===== config.mk =====
export PLATFORM = sky130hd
export DESIGN_NAME = sync_fifo_pf_flat
export DESIGN_NICKNAME = d
export VERILOG_FILES = /design/src/rtl/sync_fifo_pf_if.sv /design/src/rtl/sync_fifo_pf.sv /design/src/flat_wrapper.sv
export SDC_FILE = /design/constraint.sdc
export NUM_CORES = 1
export LEC_CHECK = 0
export BUFFER_PORTS_ARGS = -buffer_cell sky130_fd_sc_hd__buf_2
export CORE_UTILIZATION = 55
export DETAILED_ROUTE_END_ITERATION = 10
export GPL_ROUTABILITY_DRIVEN = 0
export HOLD_SLACK_MARGIN = 0.02
export PLACE_DENSITY = 0.82
export SLEW_MARGIN = 10
export SYNTH_ARGS = -nofsm -noshare
export SYNTH_HDL_FRONTEND = slang
export SYNTH_SLANG_ARGS = --single-unit

===== constraint.sdc =====
create_clock -name clk -period 3.67 [get_ports clk]
set_clock_uncertainty 0.05 [all_clocks]
set_input_delay 0.367 -clock clk [delete_from_list [all_inputs] [get_ports clk]]
set_output_delay 0.367 -clock clk [all_outputs]
set_load 0.02 [all_outputs]

===== src/rtl/sync_fifo_pf_if.sv =====
// sync_fifo_pf_if: handshake, data and status bundle for sync_fifo_pf.
interface sync_fifo_pf_if #(
    parameter int AWIDTH = 4,
    parameter int DWIDTH = 8
);
    logic              wr_en;
    logic [DWIDTH-1:0] din;
    logic              rd_en;
    logic [DWIDTH-1:0] dout;
    logic              err_clr;
    logic              full;
    logic              empty;
    logic              almost_full;
    logic              almost_empty;
    logic [AWIDTH:0]   count;
    logic              overflow;
    logic              underflow;
    modport master (
        output wr_en, din, rd_en, err_clr,
        input  dout, full, empty, almost_full, almost_empty, count, overflow, underflow
    );
    modport slave (
        input  wr_en, din, rd_en, err_clr,
        output dout, full, empty, almost_full, almost_empty, count, overflow, underflow
    );
endinterface


===== src/rtl/sync_fifo_pf.sv =====
// sync_fifo_pf: single-clock FIFO with count, almost flags and sticky error flags.
// Define SYNC_FIFO_FWFT_EN for first-word-fall-through; default is a registered read.
module sync_fifo_pf #(
    parameter int AWIDTH   = 4,
    parameter int DWIDTH   = 8,
    parameter int AF_LEVEL = (1 << AWIDTH) - 2,
    parameter int AE_LEVEL = 2
) (
    input logic          clk,
    input logic          rst,
    sync_fifo_pf_if.slave bus
);
    localparam int DEPTH = 1 << AWIDTH;
    localparam logic [AWIDTH:0] DEPTH_C = (AWIDTH+1)'(DEPTH);
    localparam logic [AWIDTH:0] AF_C    = (AWIDTH+1)'(AF_LEVEL);
    localparam logic [AWIDTH:0] AE_C    = (AWIDTH+1)'(AE_LEVEL);
    logic [DWIDTH-1:0] mem_q [DEPTH];
    logic [AWIDTH-1:0] wptr_q, wptr_d, rptr_q, rptr_d;
    logic [AWIDTH:0]   count_q, count_d;
    logic              ovf_q, ovf_d, udf_q, udf_d;
    logic              wr_acc, rd_acc;
    assign bus.full         = count_q == DEPTH_C;
    assign bus.empty        = count_q == '0;
    assign bus.almost_full  = count_q >= AF_C;
    assign bus.almost_empty = count_q <= AE_C;
    assign bus.count        = count_q;
    assign bus.overflow     = ovf_q;
    assign bus.underflow    = udf_q;
    // A read frees the slot a full-FIFO write needs, so the write is accepted.
    always_comb begin
        rd_acc  = bus.rd_en && !bus.empty;
        wr_acc  = bus.wr_en && (!bus.full || bus.rd_en);
        wptr_d  = wptr_q + AWIDTH'(wr_acc);
        rptr_d  = rptr_q + AWIDTH'(rd_acc);
        count_d = count_q + (AWIDTH+1)'(wr_acc) - (AWIDTH+1)'(rd_acc);
        ovf_d   = (ovf_q && !bus.err_clr) || (bus.wr_en && !wr_acc);
        udf_d   = (udf_q && !bus.err_clr) || (bus.rd_en && bus.empty);
    end
    always_ff @(posedge clk or posedge rst) begin
        if (rst) begin
            wptr_q  <= '0;
            rptr_q  <= '0;
            count_q <= '0;
            ovf_q   <= 1'b0;
            udf_q   <= 1'b0;
        end else begin
            wptr_q  <= wptr_d;
            rptr_q  <= rptr_d;
            count_q <= count_d;
            ovf_q   <= ovf_d;
            udf_q   <= udf_d;
        end
    end
    always_ff @(posedge clk) begin
        if (wr_acc) mem_q[wptr_q] <= bus.din;
    end
`ifdef SYNC_FIFO_FWFT_EN
    assign bus.dout = mem_q[rptr_q];
`else
    logic [DWIDTH-1:0] dout_q, dout_d;
    assign dout_d   = rd_acc ? mem_q[rptr_q] : dout_q;
    assign bus.dout = dout_q;
    always_ff @(posedge clk or posedge rst) begin
        if (rst) dout_q <= '0;
        else     dout_q <= dout_d;
    end
`endif
endmodule


===== src/flat_wrapper.sv =====
// flat-port wrapper written by rule: the top's interface ports become plain ports
module sync_fifo_pf_flat 
#(
    parameter int AWIDTH   = 4,
    parameter int DWIDTH   = 8,
    parameter int AF_LEVEL = (1 << AWIDTH) - 2,
    parameter int AE_LEVEL = 2
)
  (clk, rst, bus_wr_en, bus_din, bus_rd_en, bus_err_clr, bus_dout, bus_full, bus_empty, bus_almost_full, bus_almost_empty, bus_count, bus_overflow, bus_underflow);
  sync_fifo_pf_if #(.AWIDTH(AWIDTH), .DWIDTH(DWIDTH)) bus_i ();
  input logic clk;
  input logic rst;
  input wire logic [$bits(bus_i.wr_en)-1:0] bus_wr_en;
  input wire logic [$bits(bus_i.din)-1:0] bus_din;
  input wire logic [$bits(bus_i.rd_en)-1:0] bus_rd_en;
  input wire logic [$bits(bus_i.err_clr)-1:0] bus_err_clr;
  output wire logic [$bits(bus_i.dout)-1:0] bus_dout;
  output wire logic [$bits(bus_i.full)-1:0] bus_full;
  output wire logic [$bits(bus_i.empty)-1:0] bus_empty;
  output wire logic [$bits(bus_i.almost_full)-1:0] bus_almost_full;
  output wire logic [$bits(bus_i.almost_empty)-1:0] bus_almost_empty;
  output wire logic [$bits(bus_i.count)-1:0] bus_count;
  output wire logic [$bits(bus_i.overflow)-1:0] bus_overflow;
  output wire logic [$bits(bus_i.underflow)-1:0] bus_underflow;
  assign bus_i.wr_en = bus_wr_en;
  assign bus_i.din = bus_din;
  assign bus_i.rd_en = bus_rd_en;
  assign bus_i.err_clr = bus_err_clr;
  assign bus_dout = bus_i.dout;
  assign bus_full = bus_i.full;
  assign bus_empty = bus_i.empty;
  assign bus_almost_full = bus_i.almost_full;
  assign bus_almost_empty = bus_i.almost_empty;
  assign bus_count = bus_i.count;
  assign bus_overflow = bus_i.overflow;
  assign bus_underflow = bus_i.underflow;
  sync_fifo_pf #(.AWIDTH(AWIDTH), .DWIDTH(DWIDTH), .AF_LEVEL(AF_LEVEL), .AE_LEVEL(AE_LEVEL)) u_core (.clk(clk), .rst(rst), .bus(bus_i));
endmodule

==> out/metrics.csv <==
stage,metric,value,unit
status,status,"complete, no violations",
floorplan,num_rows,38,
grt,grt_first_pass_wirelength,17.9,mm
layout,num-fill-cells,702,
setup_path,critPathMaxFanout,10,
clock_tree,path_clk_slew,0.06,ns
synthesis,async_reset_ff_share,15.2,%
setup_path,path_cells,"inv_1, ha_1, nor4b_4, nand2b_1, inv_2, ha_1, inv_1, ha_1, inv_1, fa_1, nor2_1, nor2_1, o21bai_1, xnor2_1",
placement,hpwl,7.19,mm
timing,finalHoldViolations,0,
clock_tree,post_cts_buffers,0,
grt,overflow,0,
grt,first_global_vias,3171,
clock_tree,cts_buffer_depth,2,
synthesis,synth_cell_types,37,
layout,antennaDiodeCount,0,
routing,detail_route.wl_per_cell,22.5,um
setup_path,setup.worst_path.end_class,flop,
routing,vias,2962,
grt,grt_max_degree,24,
worst_hold_path,hp-start,bus_rd_en,
clock_tree,numClockSinks,151,
grt,grt_use_total,22.8,%
timing,tightest_slew,1.00,ns
clock_tree,root_buffer,clkbuf_8,
placement,portBuffers,31,
setup_path,worstSetupStartpointType,flop,
setup_path,worst-endpoint-arrival,3.47,ns
timing,finalCritPeriodShare,83.4,%
setup_path,r2r-start,u_core.bus.count[2]$_DFF_PP0_,
synthesis,synth_nets,340,
clock_tree,cts_buffers,17,
layout,utilization,65.2,%
floorplan,core,10800,sq um
setup_path,critPathKind,flop to flop,
timing,max-slew-margin-rel,33.3,%
routing,wl,11.5,mm
timing,totalNegativeSetupSlack,0,ns
synthesis,ys_seq_area_share,72.3,%
layout,area_growth,15.5,%
layout,nNetsFinal,386,
synthesis,syn-instance-count,312,
timing,final_max_slew_viol_count,0,
synthesis,syn_area,6110,sq um
setup_path,r2r.worst_path.cells,14,
layout,final_common_cell,edfxtp_1,
setup_path,slowest_delay,0.41,ns
layout,register_area,4420,sq um
job,cap_violations,0,
power_and_ir_drop,ir_worst_vdd,0.492,mV
worst_hold_path,hold_path_end,u_core.bus.underflow$_DFF_PP0_,
layout,final_cell_mix,"edfxtp_1, buf_2, mux4_2",
setup_path,r2r_slack,0.61,ns
layout,drive_gt1_share,28.3,%
setup_path,r2r-end,u_core.bus.count[4]$_DFF_PP0_,
synthesis,synth_edf_count,128,
worst_hold_path,hold_depth,3,
worst_hold_path,hold_path_class,input port to flop,
power_and_ir_drop,power,5.84,mW
routing,drc,0,
routing,drtPass1Iterations,4,
clock_tree,h-tree-depth,4,
power_and_ir_drop,p_leak,2.56,nW
floorplan,die_h,107,um
grt,antenna_found_initial,0,
routing,avgViaCountPerCell,5.80,
synthesis,synth_warnings,0,
floorplan,dieArea,11500,sq um
setup_path,critPathTopFamily,adder cells,
timing,finalCriticalPeriod,3.06,ns
routing,detail-route-antenna-nets,0,
synthesis,ys_ff_latch,151,
timing,setup_violations,0,
setup_path,cp.required,4.08,ns
timing,rsz0062_at_grt,no,
floorplan,num_io_pins,32,
synthesis,ys_dominant_reg_cell,edfxtp_1,
clock_tree,tritoncts,yes,
clock_tree,clock_latency,0.54,ns
power_and_ir_drop,power.density,827,nW/um^2
floorplan,die_w,107,um
floorplan,initial_core_util,56.4,%
placement,dp.cells,476,
layout,final_cells,511,
layout,multi_input_area,1520,sq um
synthesis,synth.avg_cell_area,19.6,sq um
routing,drt_iter0_drc,219,
timing,max_freq,327,MHz
setup_path,path_buf_inv,4,
setup_path,cpMaxStageDelayCell,dfrtp_1,
==> how the worst max path moves through the flow <==
stage	start	endpoint	slack [ns]	cells after the start
finish	u_core.bus.count[2]$_DFF_PP0_	u_core.bus.count[4]$_DFF_PP0_	0.61	14
CTS	u_core.bus.count[2]$_DFF_PP0_	u_core.bus.count[4]$_DFF_PP0_	0.59	14
detailed placement	u_core.bus.count[2]$_DFF_PP0_	u_core.bus.count[4]$_DFF_PP0_	0.62	14
floorplan	u_core.bus.count[2]$_DFF_PP0_	u_core.bus.count[4]$_DFF_PP0_	0.75	15
global placement	u_core.bus.count[2]$_DFF_PP0_	u_core.bus.count[4]$_DFF_PP0_	0.77	14
global route	u_core.bus.count[2]$_DFF_PP0_	u_core.bus.count[4]$_DFF_PP0_	0.34	14
==> worst reg2reg max path, delay by kind of cell, from the launching register on <==
kind,cells,cell delay [ns]
compound gates,1,0.15
simple gates,4,0.80
buf+inv,4,0.36
xor+xnor,1,0.13
flops,1,0.41
fa+ha+maj,4,1.08
==> synthesized netlist by cell type (2+ instances only) <==
cell | number | area [sq um]
buf_2 | 4 | 20.0
buf_6 | 5 | 56.3
clkbuf_1 | 3 | 11.3
dfrtp_1 | 23 | 576
edfxtp_1 | 128 | 3840
ha_1 | 14 | 175
inv_1 | 15 | 56.3
mux2i_1 | 16 | 160
mux4_1 | 4 | 105
mux4_2 | 28 | 631
nand2_1 | 13 | 48.8
nand2b_1 | 3 | 18.8
nand3_1 | 3 | 15.0
nand3b_1 | 2 | 15.0
nor2_1 | 16 | 60.1
nor3_1 | 3 | 15.0
o221ai_1 | 7 | 61.3
xnor2_1 | 3 | 26.3
xor2_1 | 4 | 35.0
==> kinds of logic (layout without fill, tap and decap cells) <==
logic type | Yosys count | after routing | synth area share, %
flops | 151 | 151 | 72.3
mux | 49 | 49 | 14.8
buf+inv | 30 | 89 | 2.86
xor+xnor | 7 | 7 | 1.00
simple gates | 46 | 46 | 4.03
fa+ha+maj | 15 | 15 | 3.19
compound gates | 14 | 14 | 1.80
==> report_power, final <==
part           internal, mW  switching (mW)  total, mW  leakage, nW
combinational         0.744           0.807       1.55        0.826
sequential             2.14           0.300       2.44         1.43
clock                  1.17           0.682       1.86        0.298
==> routing by layer <==
metal / share of wire (%) / global-route usage, % / vias up
met3: 6.6 / 5.75 / 23
met4: 2.6 / 11.2 / 0
met5: 0 / 0 / -
met1: 40 / 29.3 / 1517
met2: 51 / 36.5 / 102
li1: - / - / 1320
==> registers in the layout (all words and copies together) (netlist names) <==
register / flops
u_core.wptr_q: 4
u_core.rptr_q: 4
u_core.bus.underflow: 1
u_core.mem_q: 128
u_core.bus.overflow: 1
u_core.bus.count: 5
u_core.bus.dout: 8
==> what timing repair did <==
action,in CTS,in global routing
hold buffers,3,0
endpoints found under the hold margin,25,0
gates resized for setup,0,0
==> final cells by class <==
type                            instances  area share (%)
Inverter                               16           0.850
Multi-Input combinational cell        131            21.5
Tap cell                              140            2.48
Clock inverter                         15            3.17
Timing Repair Buffer                   41            3.54
Clock buffer                           17            5.86
Sequential cell                       151            62.6
==> through the flow <==
step / hold slack, ns / cell area (sq um) / setup slack (ns)
floorplan: 0.319 / 6110 / 0.745
finish: 0.0508 / 7060 / 0.608
detailed placement: 0.430 / 6390 / 0.620
CTS: 0.0213 / 7060 / 0.591
global route: 0.0807 / 7060 / 0.342
global placement: 0.418 / 6390 / 0.766
(Power assumes the default switching activity.)
